## src/rtl/ex_mem_stage_pkg.sv

```systemverilog
// Purpose : shared EX/MEM control-bundle layout, reused by the neighbouring pipeline stages.
// Latency : n/a (types and helpers only).
// Backpressure: n/a.
//
// ctrl_t bit order (MSB..LSB): reg_write, mem_read, mem_write, mem_to_reg, branch.
// Inside the EX/MEM register the branch bit holds the resolved "taken" decision,
// not the raw branch request.
package ex_mem_stage_pkg;

  localparam int CTRL_W = 5;

  typedef struct packed {
    logic reg_write;
    logic mem_read;
    logic mem_write;
    logic mem_to_reg;
    logic branch;
  } ctrl_t;

  localparam ctrl_t CTRL_NOP = '0;

  // Branch is taken only for a real instruction that requested a branch and saw Zero.
  function automatic logic branch_resolve(input logic valid, input ctrl_t ctrl,
                                          input logic zero);
    return valid & ctrl.branch & zero;
  endfunction

endpackage

```

## src/rtl/ex_mem_stage_sat_counter.sv

```systemverilog
// Purpose : saturating up-counter for EX/MEM performance statistics.
// Latency : count visible one cycle after inc_i.
// Backpressure: none; sticks at all-ones.
//
// Ports: clk_i, rst_i (async active-low), inc_i (count enable), cnt_o (current count).
// Only compiled when EX_MEM_PERF_CNT_EN is defined, the only build that uses it.
`ifdef EX_MEM_PERF_CNT_EN
module ex_mem_stage_sat_counter #(
  parameter int CNT_W = 16
) (
  input  logic             clk_i,
  input  logic             rst_i,
  input  logic             inc_i,
  output logic [CNT_W-1:0] cnt_o
);

  always_ff @(posedge clk_i or negedge rst_i) begin
    if (!rst_i) begin
      cnt_o <= '0;
    end else if (inc_i && (cnt_o != '1)) begin
      cnt_o <= cnt_o + CNT_W'(1);
    end
  end

endmodule
`endif

```

## src/rtl/ex_mem_stage.sv

```systemverilog
// Purpose : EX/MEM pipeline register with stall/flush, branch redirect and forwarding info.
// Latency : 1 cycle input->output; branch_taken_o pulses once per captured taken branch.
// Backpressure: stall_i holds the entry; flush_i (wins over stall_i) writes a bubble.
//
// Ports: clk_i, rst_i (async active-low), stall_i, flush_i, valid_i, alu_data_i, zero_i,
//   rt_data_i, rd_addr_i, control bits *_i, branch_target_i -> registered valid_o, data,
//   rd_addr_o, control bits *_o (gated by valid), branch_taken_o, branch_target_o, fwd_en_o.
// Optional EX_MEM_PERF_CNT_EN: adds CNT_W and bubble_cnt_o / stall_cnt_o saturating counters.
module ex_mem_stage
  import ex_mem_stage_pkg::*;
#(
  parameter int DATA_W     = 32,
  parameter int REG_ADDR_W = 5
`ifdef EX_MEM_PERF_CNT_EN
  , parameter int CNT_W    = 16
`endif
) (
  input  logic                  clk_i,
  input  logic                  rst_i,
  input  logic                  stall_i,
  input  logic                  flush_i,
  input  logic                  valid_i,
  input  logic [DATA_W-1:0]     alu_data_i,
  input  logic                  zero_i,
  input  logic [DATA_W-1:0]     rt_data_i,
  input  logic [REG_ADDR_W-1:0] rd_addr_i,
  input  logic                  reg_write_i,
  input  logic                  mem_read_i,
  input  logic                  mem_write_i,
  input  logic                  mem_to_reg_i,
  input  logic                  branch_i,
  input  logic [DATA_W-1:0]     branch_target_i,
  output logic                  valid_o,
  output logic [DATA_W-1:0]     alu_data_o,
  output logic [DATA_W-1:0]     rt_data_o,
  output logic [REG_ADDR_W-1:0] rd_addr_o,
  output logic                  reg_write_o,
  output logic                  mem_read_o,
  output logic                  mem_write_o,
  output logic                  mem_to_reg_o,
  output logic                  branch_taken_o,
  output logic [DATA_W-1:0]     branch_target_o,
  output logic                  fwd_en_o
`ifdef EX_MEM_PERF_CNT_EN
  , output logic [CNT_W-1:0]    bubble_cnt_o
  , output logic [CNT_W-1:0]    stall_cnt_o
`endif
);

  ctrl_t                 w_ctrl_in;
  logic                  w_load_bubble;

  logic                  r_valid;
  ctrl_t                 r_ctrl;        // r_ctrl.branch = resolved taken decision
  logic                  r_redirect_done;
  logic [DATA_W-1:0]     r_alu;
  logic [DATA_W-1:0]     r_rt;
  logic [REG_ADDR_W-1:0] r_rd;
  logic [DATA_W-1:0]     r_target;

  assign w_ctrl_in = {reg_write_i, mem_read_i, mem_write_i, mem_to_reg_i, branch_i};

  // A bubble is written on flush (even under stall) or on a load of a non-instruction.
  assign w_load_bubble = flush_i | (~stall_i & ~valid_i);

  always_ff @(posedge clk_i or negedge rst_i) begin
    if (!rst_i) begin
      r_valid         <= 1'b0;
      r_ctrl          <= CTRL_NOP;
      r_redirect_done <= 1'b0;
      r_alu           <= '0;
      r_rt            <= '0;
      r_rd            <= '0;
      r_target        <= '0;
    end else if (w_load_bubble) begin
      r_valid         <= 1'b0;
      r_ctrl          <= CTRL_NOP;
      r_redirect_done <= 1'b0;
      r_alu           <= '0;
      r_rt            <= '0;
      r_rd            <= '0;
      r_target        <= '0;
    end else if (stall_i) begin
      // Entry held: the redirect (if any) has already been seen for one cycle.
      r_redirect_done <= 1'b1;
    end else begin
      r_valid         <= 1'b1;
      r_ctrl          <= w_ctrl_in;
      r_ctrl.branch   <= branch_resolve(valid_i, w_ctrl_in, zero_i);
      r_redirect_done <= 1'b0;
      r_alu           <= alu_data_i;
      r_rt            <= rt_data_i;
      r_rd            <= rd_addr_i;
      r_target        <= branch_target_i;
    end
  end

  assign valid_o         = r_valid;
  assign alu_data_o      = r_alu;
  assign rt_data_o       = r_rt;
  assign rd_addr_o       = r_rd;
  assign branch_target_o = r_target;
  assign reg_write_o     = r_valid & r_ctrl.reg_write;
  assign mem_read_o      = r_valid & r_ctrl.mem_read;
  assign mem_write_o     = r_valid & r_ctrl.mem_write;
  assign mem_to_reg_o    = r_valid & r_ctrl.mem_to_reg;
  assign branch_taken_o  = r_valid & r_ctrl.branch & ~r_redirect_done;
  // r0 is hard-wired zero, so it is never a forwarding source.
  assign fwd_en_o        = r_valid & r_ctrl.reg_write & (r_rd != '0);

`ifdef EX_MEM_PERF_CNT_EN
  logic w_stall_edge;
  assign w_stall_edge = stall_i & ~flush_i;

  ex_mem_stage_sat_counter #(.CNT_W(CNT_W)) u_bubble_cnt (
    .clk_i (clk_i),
    .rst_i (rst_i),
    .inc_i (w_load_bubble),
    .cnt_o (bubble_cnt_o)
  );

  ex_mem_stage_sat_counter #(.CNT_W(CNT_W)) u_stall_cnt (
    .clk_i (clk_i),
    .rst_i (rst_i),
    .inc_i (w_stall_edge),
    .cnt_o (stall_cnt_o)
  );
`endif

endmodule

```

## config.mk

```make
export PLATFORM = sky130hd
export DESIGN_NAME = ex_mem_stage
export DESIGN_NICKNAME = d
export VERILOG_FILES = /design/src/rtl/ex_mem_stage_pkg.sv /design/src/rtl/ex_mem_stage_sat_counter.sv /design/src/rtl/ex_mem_stage.sv
export SDC_FILE = /design/constraint.sdc
export NUM_CORES = 1
export LEC_CHECK = 0
export ABC_CLOCK_PERIOD_IN_PS = 2800
export BUFFER_PORTS_ARGS = -buffer_cell sky130_fd_sc_hd__buf_2
export CORE_ASPECT_RATIO = 1.2
export CORE_MARGIN = 3
export CORE_UTILIZATION = 23
export DETAILED_ROUTE_END_ITERATION = 8
export PLACE_DENSITY = 0.51
export SLEW_MARGIN = 15
export SYNTH_ARGS = -nofsm -noshare
export SYNTH_HDL_FRONTEND = slang
export SYNTH_HIERARCHICAL = 1
export SYNTH_SLANG_ARGS = --single-unit
```

## constraint.sdc

```tcl
create_clock -name clk_i -period 2.8 [get_ports clk_i]
set_clock_uncertainty 0.05 [all_clocks]
set_input_delay 0.28 -clock clk_i [delete_from_list [all_inputs] [get_ports clk_i]]
set_output_delay 0.28 -clock clk_i [all_outputs]
set_load 0.005 [all_outputs]
```

======== After elaboration in Yosys (flattened, before gate mapping) ========
Index checks and enable logic that the tools add are counted.
word-level totals
  flip-flop bits (word level) ............. 108
  output and inout bits ................... 108
  word-level logic and storage cells ...... 41
cells by class
  equality and inequality tests ........... 1
  muxes and demuxes ....................... 14
  bitwise operators ....................... 14
  reduce and logical (&&, ||, !) cells .... 1
operators by type and width
  cell                  count
  $mux W32              6
  $mux W5               4
  $and A1 B1 Y1         10
  $reduce_bool A5 Y1    1
  $mux W1               4
  $not A1 Y1            3
  $ne A2 B1 Y1 const B  1
  $or A1 B1 Y1          1

======== Logic depth before layout (Yosys ltp) ========
  word-level depth ........................ 4
  depth in mapped cells ................... 5
  mapped depth without buffers ............ 2

======== Least setup slack after synthesis ========
No wires, ideal clock.
  path type ............................... flip-flop to output port
  start ................................... register r_rd[0], in the netlist rd_addr_o[0]
  end ..................................... output fwd_en_o
  data arrival time ....................... 1.067 ns
  data required time ...................... 2.470 ns
  slack ................................... 1.403 ns
  cell stages (with the launch flop) ...... 3
  path buffers ............................ 0
  cells stage by stage .................... dfrtp_1 or4_1 o21a_1
between the ends
  word-level cells in the longest chain between the ends .. 2
ends and longest elaborated chain
  what                    line                 text
  from (decl)             ex_mem_stage.sv:58   logic [REG_ADDR_W-1:0] r_rd;
  from (signal assigned)  ex_mem_stage.sv:93   r_rd <= rd_addr_i;
  $reduce_bool A5 Y1      ex_mem_stage.sv:109  assign fwd_en_o = r_valid & r_ctrl.reg_write & (r_rd != '0);
  $and A1 B1 Y1           ex_mem_stage.sv:109
  to (decl)               ex_mem_stage.sv:43   output logic fwd_en_o
Every way passes these cells.

======== Worst setup path after layout ========
Same ends and word-level chain as after synthesis.

==> impl_metrics.ini <==
[sta]
setup_tns_ns = 0
finalMaxSlewViolations = 0
tightest_slew_ns = 0.7095
rsz0062_at_grt = no
period_minus_slack_ns = 1.889
relSlewSlack = 0.5270
setup_ws_ns = 0.9109
holdWs_ns = 0.09313
finalCritPeriodShare = 0.6747
max_freq_mhz = 529.4
setup_viol = 0
finalHoldViolCount = 0

[pwr]
p_switching_mw = 0.7545
p_int_mw = 2.396
power_density_nw_per_um2 = 579.8
sw_frac_of_total = 0.2395
comb_power_share = 0.091
vdd_ir_drop_max_mv = 0.2230
fin_total_pwr_mw = 3.151
pwr-share-seq = 0.524
power_frac_clock = 0.385
leakage_nw = 3.068

[route]
dr.first_iter.drc_count = 112
postRouteAntennaNets = 0
drc_errors = 0
first_pass_iters = 4
avgViaCountPerCell = 4.470
wl_per_cell_um = 15.80
routed_wl_um = 10680
vias = 3022

[clock_network]
cts_buffers = 9
root_buffer = clkbuf_16
cts.sinks = 108
cts_tree = yes
path_clk_slew_ns = 0.07
clk_path_buf_depth = 2
post_cts.repair.setup_buffers = 0
h-tree-depth = 3
clk-insertion-delay-late_ns = 0.34

[critical_path]
crit_type = reg2out
r2r_end = valid_o
cp_max_fo = 3
cp-startpoint = rd_addr_o[0]
r2r_slack_ns = 2.01
crit_path_end_kind = output pin
crit_end = fwd_en_o
crit_arrival_ns = 1.56
crit_required_ns = 2.47
rr_worst_depth = 1
startpoint_type = flop
r2r_start = valid_o

[hold_path]
hp-class = in2reg
min_from = alu_data_i[31]
hold_depth = 2

[synth]
synth_warnings = 6
yosysSeqAreaShare = 0.6993
synth.largest_area_cell = dfrtp_1
synth_cells = 249
syn-cell-area_sq_um = 3865
yosysTopAreaCellShare = 0.6993
synth_nets = 361
ys_ff_latch = 108
ys_top_cells_by_area = dfrtp_1, a22o_1, buf_2, buf_6, and2_1
synth.distinct_cells = 13
post_synth.cell_area_avg_sq_um = 15.52

[grt]
grt_overflow = 0
grt_pass1_wl_um = 17140
antenna_found_initial = 0
grtUsageTotal = 0.1162
grt_max_degree = 109
grt_pass1_vias = 3240

[placement]
port_buffers = 219
dp_hpwl_um = 7261
dpl_worst_slack_ns = 1.283
place_congestion = 0.7494

[cells_and_area]
final_core_util = 0.3326
final_nets = 571
diodes = 0
drive_gt1_frac = 0.5172
area_delta_synth_final_pct = 40.60

[run]
cap_violations = 0

[die]
core-area_sq_um = 16340
ios = 220
rows = 51
dieHeight_um = 148.0
die-area_sq_um = 18400
start_util = 0.2366
die_x_um = 124.3

[run_status]
status = complete, no violations
[metal layers]
metal	wire (um)	up-vias	GRT usage
met1	4657	1483	0.1451
met3	838	15	0.03975
met5	0	-	0
li1	-	1378	-
met2	4950	146	0.1810
met4	233	0	0.05537
[critical path: stages (launching register included)]
cell and delay, ns:
dfrtp_1 0.39, or4_1 0.53, o21a_1 0.18, buf_2 0.12
[sequential cells by signal, summed over array words and instances, names as in the netlist]
name / cells
alu_data_o: 32
branch_target_o: 32
r_ctrl: 5
r_redirect_done: 1
rd_addr_o: 5
rt_data_o: 32
valid_o: 1
[cell families (layout without fill, tap and decap cells)]
| kind of cell | count (synthesis) | in the layout | synth area share |
|---|---|---|---|
| AOI/OAI and AO/OA | 108 | 108 | 0.2444 |
| DFF | 108 | 108 | 0.6993 |
| buffers and inverters | 24 | 239 | 0.04241 |
| and+or+nand+nor | 9 | 9 | 0.01392 |
[how the worst min path moves through the flow]
stage / end
after floorplan: alu_data_o[0]
after global placement: rt_data_o[27]
after detailed placement: rt_data_o[25]
after CTS: rt_data_o[29]
after global routing: rt_data_o[29]
final: alu_data_o[31]
[cell type report]
class / instances / area [sq um]
Fill cell: 1672 / 10900
Sequential cell: 108 / 2703
Timing Repair Buffer: 223 / 1169
Multi-Input combinational cell: 117 / 1011
Tap cell: 212 / 265.3
Clock buffer: 10 / 239.0
Clock inverter: 6 / 47.55
[placed cells by master, fill, tap and decap left out]
cell type	n
nor2b_4	1
clkbuf_16	9
dfrtp_1	108
buf_2	218
buf_12	3
and2_1	4
inv_6	2
o21a_1	1
nand2_1	1
buf_4	1
a21o_1	1
or4_1	1
nor2_1	1
nor3b_2	1
clkinvlp_4	1
a22o_1	105
clkinv_4	2
clkinv_2	1
a32o_1	1
dlygate4sd3_1	1
clkbuf_8	1
[power by group through the flow]
stage | registers [mW] | logic, mW | clock network [mW]
global placement | 1.68 | 0.289 | 0
floorplan | 1.68 | 0.0990 | 0
CTS | 1.65 | 0.295 | 1.28
global route | 1.66 | 0.320 | 1.33
detailed placement | 1.68 | 0.294 | 0
finish | 1.65 | 0.287 | 1.21
[cell usage after synthesis]
master   number
or4_1         1
a21o_1        1
nand2_1       1
o21a_1        1
dfrtp_1     108
nor3b_1       1
a32o_1        1
buf_2        17
and2_1        4
nor2b_1       1
a22o_1      105
nor2_1        1
buf_6         7
[stage by stage]
stage	instances	cell area, sq um
after floorplan	249	3865
after global placement	659	5137
after detailed placement	659	5137
after CTS	676	5434
after global routing	676	5434
final	676	5434
[repair_timing]
action	CTS	global route
resized for setup	0	0
hold buffers	1	0
hold endpoints to repair	54	0
(Power assumes the default switching activity.)
